--- config.mk ---
export PLATFORM = sky130hd
export DESIGN_NAME = frame_byte_tx
export DESIGN_NICKNAME = d
export VERILOG_FILES = /design/src/rtl/frame_pkg.sv /design/src/rtl/word_byte_unpacker.sv /design/src/rtl/frame_byte_tx.sv
export SDC_FILE = /design/constraint.sdc
export NUM_CORES = 1
export LEC_CHECK = 0
export ABC_AREA = 1
export BUFFER_PORTS_ARGS = -buffer_cell sky130_fd_sc_hd__buf_2
export CORE_ASPECT_RATIO = 2
export CORE_MARGIN = 10
export CORE_UTILIZATION = 45
export CTS_CLUSTER_DIAMETER = 60
export DETAILED_ROUTE_END_ITERATION = 12
export GPL_TIMING_DRIVEN = 0
export MAX_ROUTING_LAYER = met4
export PLACE_DENSITY_LB_ADDON = 0.12
export SYNTH_ARGS = -nofsm -noshare
export SYNTH_HDL_FRONTEND = slang
export SYNTH_HIERARCHICAL = 1
export SYNTH_SLANG_ARGS = --single-unit
export TNS_END_PERCENT = 100
--- constraint.sdc ---
create_clock -name clk -period 2.2 [get_ports clk]
set_input_delay 0.44 -clock clk [delete_from_list [all_inputs] [get_ports clk]]
set_output_delay 0.44 -clock clk [all_outputs]
set_load 0.02 [all_outputs]
--- src/rtl/frame_pkg.sv ---
// Shared constants and types for the framed byte transmitter.
//   K28_5          comma byte that opens every frame
//   BYTES_PER_WORD bytes unpacked from each 32-bit FIFO word
//   state_t        transmitter FSM states
package frame_pkg;
  localparam logic [7:0] K28_5          = 8'hBC;
  localparam int         BYTES_PER_WORD = 4;

  typedef enum logic [1:0] {IDLE, HEADER, PAYLOAD, DONE} state_t;
endpackage

--- src/rtl/word_byte_unpacker.sv ---
// Splits 32-bit FWFT FIFO words into bytes, MSB first.
//   take        request the next payload byte (byte_nxt is valid this cycle)
//   clr         drop any unsent bytes of the held word (bsel -> 0)
//   uf_clr      clear the sticky underflow flag
//   word        FIFO head word, fifo_empty its empty flag
//   byte_nxt    byte to launch at the coming edge (combinational)
//   fifo_rd_en  registered pop strobe, high in the cycle the word's MSB is on fd
//   underflow   sticky, set when a word was needed but the FIFO was empty
module word_byte_unpacker
  import frame_pkg::*;
#(
  parameter logic [7:0] FILL_BYTE = 8'h00
) (
  input  logic        clk,
  input  logic        rst,
  input  logic        take,
  input  logic        clr,
  input  logic        uf_clr,
  input  logic [31:0] word,
  input  logic        fifo_empty,
  output logic [7:0]  byte_nxt,
  output logic        fifo_rd_en,
  output logic        underflow
);
  localparam logic [1:0] BSEL_LAST = 2'(BYTES_PER_WORD - 1);

  logic [1:0]  bsel;
  logic [23:0] hold;
  logic        need_word;
  logic        pop;

  assign need_word = take && (bsel == 2'd0);
  assign pop       = need_word && !fifo_empty;

  always_comb begin
    byte_nxt = FILL_BYTE;
    unique case (bsel)
      2'd0:    if (!fifo_empty) byte_nxt = word[31:24];
      2'd1:    byte_nxt = hold[23:16];
      2'd2:    byte_nxt = hold[15:8];
      default: byte_nxt = hold[7:0];
    endcase
  end

  // The FWFT head word is consumed at the edge that launches its MSB; the
  // strobe follows one cycle later so it lines up with that byte on fd and
  // the FIFO advances at the next edge, long before bsel returns to 0.
  always_ff @(posedge clk) begin
    if (rst) begin
      bsel       <= 2'd0;
      hold       <= 24'd0;
      fifo_rd_en <= 1'b0;
      underflow  <= 1'b0;
    end else begin
      fifo_rd_en <= pop;
      if (clr)
        bsel <= 2'd0;
      else if (pop || (take && bsel != 2'd0))
        bsel <= (bsel == BSEL_LAST) ? 2'd0 : bsel + 2'd1;
      if (pop)
        hold <= word[23:0];
      if (uf_clr)
        underflow <= 1'b0;
      else if (need_word && fifo_empty)
        underflow <= 1'b1;
    end
  end
endmodule

--- src/rtl/frame_byte_tx.sv ---
// Framed byte-stream transmitter. Each frame is a K28.5 header byte followed
// by FRAME_WIDTH-1 payload bytes unpacked from a FWFT FIFO (bits [31:0]).
//   clk, rst           clock, synchronous active-high reset
//   start, stop, mode  run control (mode 1: NFRAMES frames, 0: until stop)
//   fifo_dout/empty    FWFT FIFO head; fifo_rd_en pop strobe
//   fd, fd_valid       byte stream (launched on posedge)
//   busy, done         run status; done is a one-cycle end-of-run pulse
//   underflow          sticky FIFO-starvation flag; frame_cnt frames sent
module frame_byte_tx
  import frame_pkg::*;
#(
  parameter int         FIFO_WIDTH  = 36,
  parameter int         FRAME_WIDTH = 48,
  parameter int         NFRAMES     = 100,
  parameter logic [7:0] FILL_BYTE   = 8'h00
) (
  input  logic                  clk,
  input  logic                  rst,
  input  logic                  start,
  input  logic                  stop,
  input  logic                  mode,
  input  logic [FIFO_WIDTH-1:0] fifo_dout,
  input  logic                  fifo_empty,
  output logic                  fifo_rd_en,
  output logic [7:0]            fd,
  output logic                  fd_valid,
  output logic                  busy,
  output logic                  done,
  output logic                  underflow,
  output logic [9:0]            frame_cnt
);
  localparam int IDX_W = $clog2(FRAME_WIDTH);

  state_t           state, state_nxt;
  logic [IDX_W-1:0] idx;
  logic             stop_pend;
  logic             last;
  logic [9:0]       fc_inc;
  logic             take, clr, uf_clr;
  logic [7:0]       byte_nxt;

  // Upper FIFO bits carry sideband that this block does not transmit.
  logic unused_hi;
  assign unused_hi = ^{1'b0, fifo_dout[FIFO_WIDTH-1:32]};

  assign last   = (idx == IDX_W'(FRAME_WIDTH - 1));
  assign fc_inc = (frame_cnt == 10'h3FF) ? frame_cnt : frame_cnt + 10'd1;

  always_comb begin
    state_nxt = state;
    take      = 1'b0;
    clr       = 1'b0;
    uf_clr    = 1'b0;
    unique case (state)
      IDLE:
        if (start) begin
          state_nxt = HEADER;
          uf_clr    = 1'b1;
        end
      HEADER: begin
        state_nxt = PAYLOAD;
        take      = 1'b1;
      end
      PAYLOAD:
        if (last) begin
          // stop arriving on the final byte still ends the run here
          if ((mode && (frame_cnt + 10'd1 == 10'(NFRAMES))) || stop_pend || stop)
            state_nxt = DONE;
          else
            state_nxt = HEADER;
        end else begin
          take = 1'b1;
        end
      default: begin
        state_nxt = IDLE;
        clr       = 1'b1;
      end
    endcase
  end

  always_ff @(posedge clk) begin
    if (rst) state <= IDLE;
    else     state <= state_nxt;
  end

  // Outputs are registered from the next state so fd shows BC the cycle
  // after start is sampled.
  always_ff @(posedge clk) begin
    if (rst) begin
      idx       <= '0;
      stop_pend <= 1'b0;
      frame_cnt <= 10'd0;
      fd        <= 8'd0;
      fd_valid  <= 1'b0;
      busy      <= 1'b0;
      done      <= 1'b0;
    end else begin
      if (state == IDLE && start) begin
        frame_cnt <= 10'd0;
        stop_pend <= stop;
      end else if (state == HEADER || state == PAYLOAD) begin
        stop_pend <= stop_pend | stop;
      end
      if (take)
        idx <= (state == HEADER) ? IDX_W'(1) : idx + IDX_W'(1);
      if (state == PAYLOAD && last)
        frame_cnt <= fc_inc;
      fd_valid <= (state_nxt == HEADER) || (state_nxt == PAYLOAD);
      busy     <= (state_nxt == HEADER) || (state_nxt == PAYLOAD);
      done     <= (state_nxt == DONE);
      unique case (state_nxt)
        HEADER:  fd <= K28_5;
        PAYLOAD: fd <= byte_nxt;
        default: fd <= 8'd0;
      endcase
    end
  end

  word_byte_unpacker #(.FILL_BYTE(FILL_BYTE)) u_unpack (
    .clk        (clk),
    .rst        (rst),
    .take       (take),
    .clr        (clr),
    .uf_clr     (uf_clr),
    .word       (fifo_dout[31:0]),
    .fifo_empty (fifo_empty),
    .byte_nxt   (byte_nxt),
    .fifo_rd_en (fifo_rd_en),
    .underflow  (underflow)
  );
endmodule

==> flow_metrics.tcl <==
set metrics [dict create \
    postPlaceCellArea_um2 3390 \
    vias_per_cell 4.64 \
    worstMarginPinSlew_ns 0.495 \
    antenna_cells 0 \
    startpoint "frame_cnt[0]$_SDFFE_PP0P_" \
    skew_ns 0.00564 \
    r2r_end "fd[2]$_SDFF_PP0_" \
    critPathSlowestCell "dfxtp_4" \
    antenna_found_initial 0 \
    drv_slew 0 \
    slowest_delay_ns 0.38 \
    cts_tree "done" \
    synth_warnings 6 \
    drcViolationCount 0 \
    netlist_instances 467 \
    area_growth_pct 32.2 \
    nFillCells 642 \
    yosysSeqAreaShare 0.384 \
    hpwl_um 6050 \
    drive_above_1_share 0.254 \
    endpoint_kind "flip-flop" \
    hold_viol_final 0 \
    syn-num-nets 524 \
    cp_data_required_time_ns 2.48 \
    sequentialPowerShare 0.341 \
    irDropWorstVdd_mv 0.490 \
    regArea_um2 1150 \
    ys_ff_latch 57 \
    fp-row-count 41 \
    multi_input_area_um2 1610 \
    p_per_area_nw_per_um2 875 \
    gp_congestion 0.906 \
    critical_path_buf_inv_count 4 \
    drv_cap 0 \
    power.leakage_nw 2.07 \
    setup-violations-final 0 \
    grt_usage 0.161 \
    fin_area_um2 3930 \
    cts-htree-levels 3 \
    worstHoldPathType "input pin to flip-flop" \
    vias 2958 \
    cp_max_fo 6 \
    p_sw_w 0.000939 \
    holdBufCountCts 0 \
    start_util 0.468 \
    overflow 0 \
    root_buffer "clkbuf_16" \
    firstDrtPassIters 4 \
    grt_pass1_vias 3007 \
    power_w 0.00344 \
    swShare 0.273 \
    finalCritPeriodShare 0.980 \
    rr_startpoint "frame_cnt[0]$_SDFFE_PP0P_" \
    synth_area_per_cell_um2 6.37 \
    die_h_um 135 \
    power_frac_clock 0.468 \
    layout_commonest_cell "nand2_1" \
    final_util 0.618 \
    wl_um 8100 \
    grt_max_degree 11 \
    die_w_um 77.5 \
    regToRegSetupSlack_ns 0.04 \
    clk_latency_ns 0.33 \
    path_depth 18 \
    io_buffer_count 60 \
    clock_path_buffers 2 \
    fin_hold_ws_ns 0.327 \
    die_area_um2 10500 \
    synth_area_um2 2980 \
    grt_pass1_wl_um 13100 \
    status "finished, final reports clean" \
    worstSetupStartpointType "flip-flop" \
    cp.arrival_ns 2.43 \
    max_slew_margin 0.670 \
    critPathKind "flip-flop to flip-flop" \
    path_clk_slew_ns 0.05 \
    ant_nets 0 \
    wl_per_cell_um 12.7 \
    reg2reg_depth 18 \
    path_cells "ha_4, buf_4, nor2_1, nor3_1, nand2_1, nor2_2, nand3_1, nand2_1, nand2_1, nand2_2, nand2_2, inv_2, ha_4, nor2_4, nand2_2, inv_2, a21oi_2, inv_1" \
    combPwrFrac 0.191 \
    nNetsFinal 604 \
    rsz0062_at_grt "yes" \
    final_cell_mix "128 x nand2_1, 105 x nor2_1, 66 x buf_2" \
    core_area_um2 6360 \
    io_pins 65 \
    cts_buffers 9 \
    yosysUniqueCellTypes 26 \
    tns_ns 0 \
    min_period_ns 2.16 \
    p_int_w 0.00250 \
    clock_sinks 57 \
    fmax_mhz 464 \
    crit_end "fd[2]$_SDFF_PP0_" \
    drt_iter0_markers 170 \
    cp_top_family "simple AND/OR/NAND/NOR gates" \
]
per-stage QoR:
stage | setup slack [ns] | instances
4_1_cts | 0.000419 | 634
3_5_place_dp | -0.293 | 613
6_report | 0.0439 | 638
3_3_place_gp | -0.253 | 613
2_1_floorplan | 0.00763 | 467
5_1_grt | -0.189 | 638
what timing repair did:
action,in CTS,in global routing
setup buffers,5,4
gates resized for setup,20,17
setup endpoints to repair,8,8
pin swaps,4,9
area by class of cell:
class / count / area share
Inverter: 71 / 0.0709
Timing Repair Buffer: 69 / 0.0935
Buffer: 13 / 0.0181
Sequential cell: 57 / 0.294
Clock inverter: 6 / 0.0267
Multi-Input combinational cell: 326 / 0.409
Clock buffer: 10 / 0.0608
Tap cell: 86 / 0.0274
how the worst min path moves through the flow:
stage	start	endpoint	cells past startpoint
6_report	rst	u_unpack/fifo_rd_en$_SDFF_PP0_	2
5_1_grt	rst	u_unpack/fifo_rd_en$_SDFF_PP0_	2
4_1_cts	rst	u_unpack/fifo_rd_en$_SDFF_PP0_	2
3_5_place_dp	u_unpack/underflow$_SDFFE_PP0P_	u_unpack/underflow$_SDFFE_PP0P_	1
3_3_place_gp	u_unpack/underflow$_SDFFE_PP0P_	u_unpack/underflow$_SDFFE_PP0P_	1
2_1_floorplan	stop_pend$_SDFFE_PP0P_	stop_pend$_SDFFE_PP0P_	2
cell usage after synthesis, drive strengths merged:
master  instances  share of area
inv            70          0.089
nand3          18          0.035
o21ai           7          0.012
a31oi           2         0.0042
o21a            1         0.0025
dfxtp          57           0.38
a21oi          19          0.032
nor3            5         0.0084
nand3b          4          0.010
buf             9          0.019
nand2         138           0.18
nand4           1         0.0021
clkinv          1         0.0029
nor2          115           0.15
ha             15          0.063
nor3b           1         0.0025
clkbuf          4         0.0050
worst register-to-register path, cell delays in order, from the launching register on:
cell and delay (ns):
dfxtp_4 0.38, ha_4 0.18, buf_4 0.11, nor2_1 0.04, nor3_1 0.20, nand2_1 0.09, nor2_2 0.10, nand3_1 0.08
nand2_1 0.07, nand2_1 0.05, nand2_2 0.05, nand2_2 0.06, inv_2 0.08, ha_4 0.20, nor2_4 0.13, nand2_2 0.10
inv_2 0.10, a21oi_2 0.04, inv_1 0.04
per-layer routing:
layer  wire, um  up-vias  track usage
met5          0        -            -
met4        221        0       0.0837
met3        388       15       0.0539
met2       4490       80        0.301
met1       3000     1306        0.136
li1           -     1557            -
logic make-up after synthesis:
group	after synthesis	synth area share
simple gates	282	0.387
buf+inv	84	0.116
flops	57	0.384
compound gates	29	0.0505
fa+ha+maj	15	0.0631
power by group through the flow:
stage	sequential (W)	clock, W	combinational, W
finish	0.00118	0.00161	0.000656
global route	0.00118	0.00169	0.000753
CTS	0.00117	0.00164	0.000638
detailed placement	0.00120	0	0.000562
global placement	0.00119	0	0.000556
floorplan	0.00123	0	0.000355
state kept, by name, summed over array words and instances, names as in the netlist, 2 cells and up:
signal,count
u_unpack/bsel,2
state,2
u_unpack/hold,24
fd,8
frame_cnt,10
idx,6
No activity file was read; power rests on OpenSTA's default activity.
